$ cat config.mk
export PLATFORM = sky130hd
export DESIGN_NAME = caesar_decryptor_flat
export DESIGN_NICKNAME = d
export VERILOG_FILES = /design/src/rtl/caesar_decryptor_if.sv /design/src/rtl/caesar_decryptor.sv /design/src/flat_wrapper.sv
export SDC_FILE = /design/constraint.sdc
export NUM_CORES = 1
export LEC_CHECK = 0
export ABC_CLOCK_PERIOD_IN_PS = 3700
export CORE_MARGIN = 4
export CORE_UTILIZATION = 45
export DETAILED_ROUTE_END_ITERATION = 10
export HOLD_SLACK_MARGIN = 0.06
export PLACE_DENSITY_LB_ADDON = 0.08
export SYNTH_ARGS = -nofsm -noshare
export SYNTH_HDL_FRONTEND = slang
export SYNTH_SLANG_ARGS = --single-unit
$ cat constraint.sdc
create_clock -name clk -period 3.7 [get_ports clk]
set_input_delay 0.555 -clock clk [delete_from_list [all_inputs] [get_ports clk]]
set_output_delay 0.555 -clock clk [all_outputs]
set_load 0.01 [all_outputs]
$ cat src/rtl/caesar_decryptor_if.sv
// Message bus for the Caesar decryptor: key strobe plus cipher byte in,
// decrypted letter stream and full plaintext out.
interface caesar_decryptor_if #(
    parameter int unsigned N_LETTERS = 6
);
    localparam int unsigned FLAT_W = 5 * N_LETTERS;

    logic              go;
    logic [7:0]        data_in;
    logic [4:0]        out_letter;
    logic [2:0]        out_index;
    logic              out_valid;
    logic [FLAT_W-1:0] plain_flat;
    logic              busy;
    logic              done;
    logic              err;

    modport master (
        output go, data_in,
        input  out_letter, out_index, out_valid, plain_flat, busy, done, err
    );

    modport slave (
        input  go, data_in,
        output out_letter, out_index, out_valid, plain_flat, busy, done, err
    );
endinterface

$ cat src/rtl/caesar_decryptor.sv
// Caesar decryptor: loads N_LETTERS cipher letters on go edges, then streams
// one shifted-back letter per cycle and holds the plaintext until the next go.
module caesar_decryptor #(
    parameter int unsigned N_LETTERS = 6
) (
    input  logic                clk,
    input  logic                resetn,
    caesar_decryptor_if.slave   bus
);
    localparam int unsigned LAST   = N_LETTERS - 1;
    localparam int unsigned FLAT_W = 5 * N_LETTERS;

    typedef enum logic [1:0] {
        LOAD    = 2'd0,
        DECRYPT = 2'd1,
        DONE    = 2'd2
    } state_t;

    state_t            state;
    logic [2:0]        cnt;
    logic [1:0]        shift;
    logic              go_d;
    logic              go_armed;
    logic [FLAT_W-1:0] buffer_flat;

    logic              go_edge;
    logic [1:0]        din_shift;
    logic              din_bad_shift;
    logic [4:0]        din_code;
    logic [2:0]        emit_idx;
    logic [4:0]        emit_code;
    logic [1:0]        emit_shift;
    logic [4:0]        emit_letter;
    logic              emit_bad;
    logic              unused_bit;

    assign unused_bit = bus.data_in[5];

    // Letters above Z pass through untouched; others wrap modulo 26.
    function automatic logic [4:0] dec(input logic [4:0] c, input logic [1:0] s);
        logic [5:0] w;
        w = 6'd0;
        if (c > 5'd25) begin
            return c;
        end
        if (c >= 5'(s)) begin
            w = 6'(c) - 6'(s);
        end else begin
            w = 6'(c) + 6'd26 - 6'(s);
        end
        return w[4:0];
    endfunction

    // Edge detect gated by go_armed so a go held through reset is not an edge.
    always_comb begin
        go_edge       = bus.go & ~go_d & go_armed;
        din_code      = bus.data_in[4:0];
        din_bad_shift = (bus.data_in[7:6] == 2'd3);
        din_shift     = din_bad_shift ? 2'd0 : bus.data_in[7:6];
        emit_idx      = 3'd0;
        emit_code     = buffer_flat[4:0];
        emit_shift    = shift;
        if (state == DECRYPT) begin
            emit_idx  = (cnt == 3'(LAST)) ? 3'd0 : cnt + 3'd1;
            emit_code = buffer_flat[5*emit_idx +: 5];
        end else if (LAST == 0) begin
            // Single-letter message: the letter and key arrive on the same edge.
            emit_code  = din_code;
            emit_shift = din_shift;
        end
        emit_letter = dec(emit_code, emit_shift);
        emit_bad    = (emit_code > 5'd25);
    end

    // Outputs for letter cnt are registered on the edge that selects cnt,
    // so out_valid coincides with the DECRYPT state.
    always_ff @(posedge clk) begin
        if (!resetn) begin
            state          <= LOAD;
            cnt            <= 3'd0;
            shift          <= 2'd0;
            go_d           <= 1'b0;
            go_armed       <= 1'b0;
            buffer_flat    <= '0;
            bus.plain_flat <= '0;
            bus.out_letter <= 5'd0;
            bus.out_index  <= 3'd0;
            bus.out_valid  <= 1'b0;
            bus.busy       <= 1'b0;
            bus.done       <= 1'b0;
            bus.err        <= 1'b0;
        end else begin
            go_d <= bus.go;
            if (!bus.go) begin
                go_armed <= 1'b1;
            end
            case (state)
                LOAD: begin
                    if (go_edge) begin
                        buffer_flat[5*cnt +: 5] <= din_code;
                        if (cnt == 3'd0) begin
                            shift <= din_shift;
                            if (din_bad_shift) begin
                                bus.err <= 1'b1;
                            end
                        end
                        if (cnt == 3'(LAST)) begin
                            state               <= DECRYPT;
                            cnt                 <= 3'd0;
                            bus.busy            <= 1'b1;
                            bus.out_valid       <= 1'b1;
                            bus.out_index       <= 3'd0;
                            bus.out_letter      <= emit_letter;
                            bus.plain_flat[4:0] <= emit_letter;
                            if (emit_bad) begin
                                bus.err <= 1'b1;
                            end
                        end else begin
                            cnt <= cnt + 3'd1;
                        end
                    end
                end
                DECRYPT: begin
                    if (cnt == 3'(LAST)) begin
                        state          <= DONE;
                        cnt            <= 3'd0;
                        bus.busy       <= 1'b0;
                        bus.done       <= 1'b1;
                        bus.out_valid  <= 1'b0;
                        bus.out_index  <= 3'd0;
                        bus.out_letter <= 5'd0;
                    end else begin
                        cnt                             <= emit_idx;
                        bus.out_index                   <= emit_idx;
                        bus.out_letter                  <= emit_letter;
                        bus.plain_flat[5*emit_idx +: 5] <= emit_letter;
                        if (emit_bad) begin
                            bus.err <= 1'b1;
                        end
                    end
                end
                DONE: begin
                    if (go_edge) begin
                        state          <= LOAD;
                        cnt            <= 3'd0;
                        bus.err        <= 1'b0;
                        bus.done       <= 1'b0;
                        bus.plain_flat <= '0;
                    end
                end
                default: begin
                    state <= LOAD;
                end
            endcase
        end
    end
endmodule

$ cat src/flat_wrapper.sv
// flat-port wrapper written by rule: the top's interface ports become plain ports
module caesar_decryptor_flat 
#(
    parameter int unsigned N_LETTERS = 6
)
  (clk, resetn, bus_go, bus_data_in, bus_out_letter, bus_out_index, bus_out_valid, bus_plain_flat, bus_busy, bus_done, bus_err);
  caesar_decryptor_if #(.N_LETTERS(N_LETTERS)) bus_i ();
  input  logic clk;
  input  logic resetn;
  input wire logic [$bits(bus_i.go)-1:0] bus_go;
  input wire logic [$bits(bus_i.data_in)-1:0] bus_data_in;
  output wire logic [$bits(bus_i.out_letter)-1:0] bus_out_letter;
  output wire logic [$bits(bus_i.out_index)-1:0] bus_out_index;
  output wire logic [$bits(bus_i.out_valid)-1:0] bus_out_valid;
  output wire logic [$bits(bus_i.plain_flat)-1:0] bus_plain_flat;
  output wire logic [$bits(bus_i.busy)-1:0] bus_busy;
  output wire logic [$bits(bus_i.done)-1:0] bus_done;
  output wire logic [$bits(bus_i.err)-1:0] bus_err;
  assign bus_i.go = bus_go;
  assign bus_i.data_in = bus_data_in;
  assign bus_out_letter = bus_i.out_letter;
  assign bus_out_index = bus_i.out_index;
  assign bus_out_valid = bus_i.out_valid;
  assign bus_plain_flat = bus_i.plain_flat;
  assign bus_busy = bus_i.busy;
  assign bus_done = bus_i.done;
  assign bus_err = bus_i.err;
  caesar_decryptor #(.N_LETTERS(N_LETTERS)) u_core (.clk(clk), .resetn(resetn), .bus(bus_i));
endmodule
* Word-level counts from Yosys, hierarchy flattened *
Index checks and enable logic that the tools add are counted.
Widths: inputs -> output; s select.

storage, ports and cells
  register bits after elaboration = 80
  latch bits = 0
  memory bits (writable) = 0
  ROM bits = 0
  output and inout bits = 42
  memories = 0

cells by class
  add/subtract/negate cells = 6
  multipliers = 3
  div/mod/pow operators = 0
  order comparisons = 2
  eq/ne operators = 10
  shift operators = 5
  multiplexer cells = 44
  bitwise logic cells = 3
  reductions and logical operators = 15

operators with widths
  kind                     count
  $neg 6->34               2
  $shift 5x34->30 const A  2
  $shiftx 5x34->30         2
  $bwmux 30                2
  $mux 30                  2
  $pmux 25 s2              1
  $mux 5                   7
  $shiftx 30x7->5          1
  $mux 3                   7
  $mul 3x3->6 const A      3
  $pmux 5 s3               1
  $reduce_and 3->1         5
  $mux 1                   12
  $mux 2                   5
  $pmux 5 s2               1
  $reduce_and 5->1         2
  $sub 5x2->5              2
  $pmux 3 s3               1
  $ne 2x1->1 const B       4
  $reduce_and 4->1         2
  $pmux 2 s3               1
  $pmux 3 s2               1
  $add 5x5->5 const B      1
  $ge 5x2->1               1
  other kinds (15)         20

* Logic depth before layout (Yosys ltp) *
Gate-level depths: netlist (run 1).

  depth in word-level cells = 13
  mapped depth = 17
  mapped depth without buffers = 15

* Least setup slack after synthesis (run 1) *
No wires, ideal clock.

  path type = register to register
  from = register u_core.cnt[0]
  to = register u_core.bus.plain_flat[2]
  library setup time = 0.117 ns
  arrival time = 3.894 ns
  data required time = 3.583 ns
  setup slack = -0.311 ns
  stages on the path, launching flop included = 18
  path buffers = 2
  period minus slack after synthesis = 4.011 ns
  cell sequence = dfxtp_1 > buf_2 > inv_1 > ha_1 > buf_4 > a21boi_0 > nand2_1 > nor4b_1 > or3_1 > inv_1 > ha_1 > inv_1 > ha_1 > fa_1 > inv_1 > a41oi_1 > o221a_4 > a32o_2

between the ends
  word-level cells in the longest chain between the ends = 13
  elaborated cells between the ends (all ways) = 28

ends and longest elaborated chain
  element                                    line                                                                      text
  start, declared                            caesar_decryptor.sv:20                                                    logic [2:0] cnt;
  start signal, assigned                     caesar_decryptor.sv:119                                                   cnt <= cnt + 3'd1;
  start signal, assigned                     caesar_decryptor.sv:133                                                   cnt <= emit_idx;
  $add 3x1->3 or $eq 3x3->1 (tied branches)  caesar_decryptor.sv:64, caesar_decryptor.sv:107, caesar_decryptor.sv:124
  $mux 3                                     caesar_decryptor.sv:64                                                    emit_idx = (cnt == 3'(LAST)) ? 3'd0 : cnt + 3'd1;
  $mul 3x3->6                                caesar_decryptor.sv:65                                                    emit_code = buffer_flat[5*emit_idx +: 5];
  $shiftx 30x7->5                            caesar_decryptor.sv:65
  $mux 5                                     caesar_decryptor.sv:63                                                    if (state == DECRYPT) begin
  $add 5x5->5                                caesar_decryptor.sv:49                                                    w = 6'(c) + 6'd26 - 6'(s);
  $sub 5x2->5                                caesar_decryptor.sv:49
  $mux 5 (2 in a row)                        caesar_decryptor.sv:46                                                    if (c >= 5'(s)) begin
  $shiftx 5x34->30                           caesar_decryptor.sv:136                                                   bus.plain_flat[5*emit_idx +: 5] <= emit_letter;
  $bwmux 30                                  caesar_decryptor.sv:136
  $mux 30                                    caesar_decryptor.sv:124                                                   if (cnt == 3'(LAST)) begin
  $pmux 5 s3                                 caesar_decryptor.sv:97                                                    case (state)
  end signal, assigned                       caesar_decryptor.sv:114                                                   bus.plain_flat[4:0] <= emit_letter;
  end signal, assigned by index              caesar_decryptor.sv:136
  end, declared                              caesar_decryptor_if.sv:25                                                 output out_letter, out_index, out_valid, plain_flat, busy, done, err

Parallel ways exist; a longest one is shown, timed or not. The select of a mux whose other input is x is not followed.
A chain may end at the register's enable or synchronous reset.

* Worst setup path in the final report (run 1) *
  from = register u_core.cnt[1]
  to = register u_core.bus.plain_flat[2]

The elaborated chain is that of the path after synthesis.

==> metrics.yaml, run 1 <==
outcome:
  status: "finished clean"
sta:
  hold_viol: 0
  slew_headroom_pct: 47.36
  tightest_slew_ns: 0.7843
  max_freq_ghz: 0.2772
  slew_violations: 0
  fin_crit_ns: 3.608
  fin_crit_sh_pct: 97.51
  skew_ns: 0.01268
  holdWs_ns: 0.4540
  finalSetupViolations: 0
  rsz0062_at_grt: "yes"
die:
  rows: 35
  dieArea_um2: 11390
  die_w_um: 106.7
  core_um2: 9371
  die_h_um: 106.7
  start_util_pct: 46.78
  ios: 53
clocking:
  cts_sinks: 80
  cts-htree-levels: 3
  cts_tree: "done"
  clk_latency_ns: 0.36
  root_buffer: "clkbuf_8"
  clock_path_buffers: 2
  cts_buffers: 9
  cts.clk_slew.worst_paths_ns: 0.10
synth:
  ys_types: 66
  yosysWarnings: 0
  ys_ff_latch: 80
  async_reset_ff_share_pct: 0
  synth_ff_type: "dfxtp_1"
  ys_seq_area_share_pct: 36.53
  syn_nets: 569
  synth_area_um2: 4384
  synthCells: 535
  avgSynthCellArea_um2: 8.195
  synth_edf_count: 0
route:
  drt_iter0_markers: 219
  wl_per_cell_um: 16.65
  ant_nets: 0
  drtPass1Iterations: 5
  vias_per_cell: 5.628
  drt_wl_total_um: 12470
  via_count: 4215
  drc_errors: 0
power:
  leakage_nw: 2.198
  power_density_nw_per_um2: 321.5
  ir_drop_mv: 0.1627
setup_path:
  crit_path_end_kind: "flip-flop"
  crit_path_start_kind: "flip-flop"
  worstSetupPathType: "flip-flop to flip-flop"
  path_max_fanout: 7
  r2r_start: "u_core.cnt[1]"
  cp.required_ns: 3.95
  crit_start: "u_core.cnt[1]"
  arrival_ns: 3.86
finish:
  fin_util_pct: 60.80
  layout-drive-gt1-share_pct: 16.94
  syn_to_final_growth_pct: 29.97
  final_cell_mix: "dfxtp_1, nand2_1, clkdlybuf4s50_1"
  final_cell_area_um2: 5698
  final_common_cell: "dfxtp_1"
  layout.nets: 649
  diodes: 0
placement:
  place_area_um2: 5264
  place_hpwl_um: 9179
  port_buffers: 51
  place_congestion: 0.8662
job:
  drv_cap: 0
global_route:
  grt_max_degree: 53
  grt_first_pass_wirelength_um: 19890
  grt_usage_pct: 21.56
  grt_pass1_vias: 3897
  antenna_found_initial: 0
  overflow: 0
worst_hold_path:
  min_from: "u_core.bus.plain_flat[29]"
  hp-class: "flip-flop to flip-flop"
[repair_timing]
action | in CTS | in global routing
setup endpoints to repair | 9 | 30
resized for setup | 2 | 38
setup buffers | 0 | 6
endpoints found under the hold margin | 0 | 0
hold buffers | 0 | 0
pin swaps | 1 | 12
[where the power goes]
group,internal [mW],total (mW),switching [mW]
clock,0.397,0.764,0.367
combinational,0.0850,0.198,0.113
sequential,0.865,0.870,0.00496
[path summary, 6_finish.rpt]
path / endpoint / slack [ns] / cells after the start
setup reg to reg: u_core.bus.plain_flat[2] / 0.09 / 15
setup / recovery: u_core.bus.plain_flat[2] / 0.09 / 15
hold reg to reg: u_core.bus.plain_flat[29] / 0.45 / 2
hold / removal: u_core.bus.plain_flat[29] / 0.45 / 2
[per-layer routing]
layer / vias to the layer above / GRT usage [%] / share of wire [%]
li1: 2074 / - / -
met2: 108 / 34.26 / 47
met4: 0 / 6.393 / 1.5
met5: - / 0 / 0
met1: 2013 / 29.75 / 46
met3: 20 / 4.034 / 4.7
[logic make-up (layout without fill, tap and decap cells)]
group,after synthesis,in the layout,share of synthesized area [%]
AND/OR/NAND/NOR,215,215,23.92
AO/OA/AOI/OAI,132,132,20.78
flip-flops,80,80,36.53
buffers and inverters,56,141,5.308
multiplexers,25,25,5.765
adder cells (fa/ha/maj),23,23,6.906
XOR/XNOR,4,4,0.7992
[flip-flops by register name, indices dropped and copies added, names as in the netlist, 2 cells and up]
register               count
u_core.buffer_flat        30
u_core.bus.out_index       3
u_core.bus.out_letter      5
u_core.bus.plain_flat     30
u_core.cnt                 3
u_core.emit_shift          2
u_core.state               2
[cell usage after synthesis (all sizes together) (5+ instances only)]
cell type  instances  share of area, %
a211oi             7               1.2
a21oi             45               5.2
a32o               5               1.2
and2               9               1.3
and3              11               1.6
buf                8               1.2
clkbuf            24               2.1
dfxtp             80                37
ha                21               6.0
inv               24               2.1
mux2i             23               5.3
nand2             65               5.6
nand3             35               4.0
nand4             10               1.4
nor2              45               3.9
nor2b              8               1.1
nor3               9               1.1
nor3b              6               1.0
o21ai             30               3.4
[final cells by class]
cell class | count | area (µm²)
well taps | 129 | 161.4
inverters | 24 | 90.09
flip-flops and latches | 80 | 1608
clock buffers | 9 | 123.9
clock inverters | 7 | 108.9
multi-input cells | 399 | 2709
repair buffers | 101 | 897.1
fillers | 853 | 3674
[critical path, stage by stage (launching register included)]
cell	delay, ns
dfxtp_2	0.34
buf_4	0.15
ha_1	0.19
or3b_4	0.41
a211o_4	0.37
a21oi_2	0.15
or3_4	0.15
inv_2	0.03
ha_1	0.27
inv_1	0.06
ha_2	0.18
fa_1	0.41
inv_1	0.08
a41oi_2	0.13
o221a_4	0.30
a32o_2	0.28
[through the flow]
stage,setup WS (ns),power (mW),TNS [ns],cells
2_1_floorplan,0.01356,0.9991,0,535
3_3_place_gp,-0.007862,1.065,-0.007862,727
3_5_place_dp,-0.06393,1.068,-0.09896,727
4_1_cts,0.02245,1.829,0,743
5_1_grt,-0.04660,1.907,-0.4221,749
6_report,0.09205,1.832,0,749
No activity file was read; power rests on OpenSTA's default activity.
==> run 2, diff against run 1 <==
==> constraint.sdc (replaced) <==
create_clock -name clk -period 3.7 [get_ports clk]
set_input_delay 0.555 -clock clk [delete_from_list [all_inputs] [get_ports clk]]
set_output_delay 0.555 -clock clk [all_outputs]
set_load 0.05 [all_outputs]
==> results of run 2 <==
Same layout as run 1 (identical final DEF). Status: finished clean.
Among the figures that moved: total power 1.832 mW -> 1.833 mW
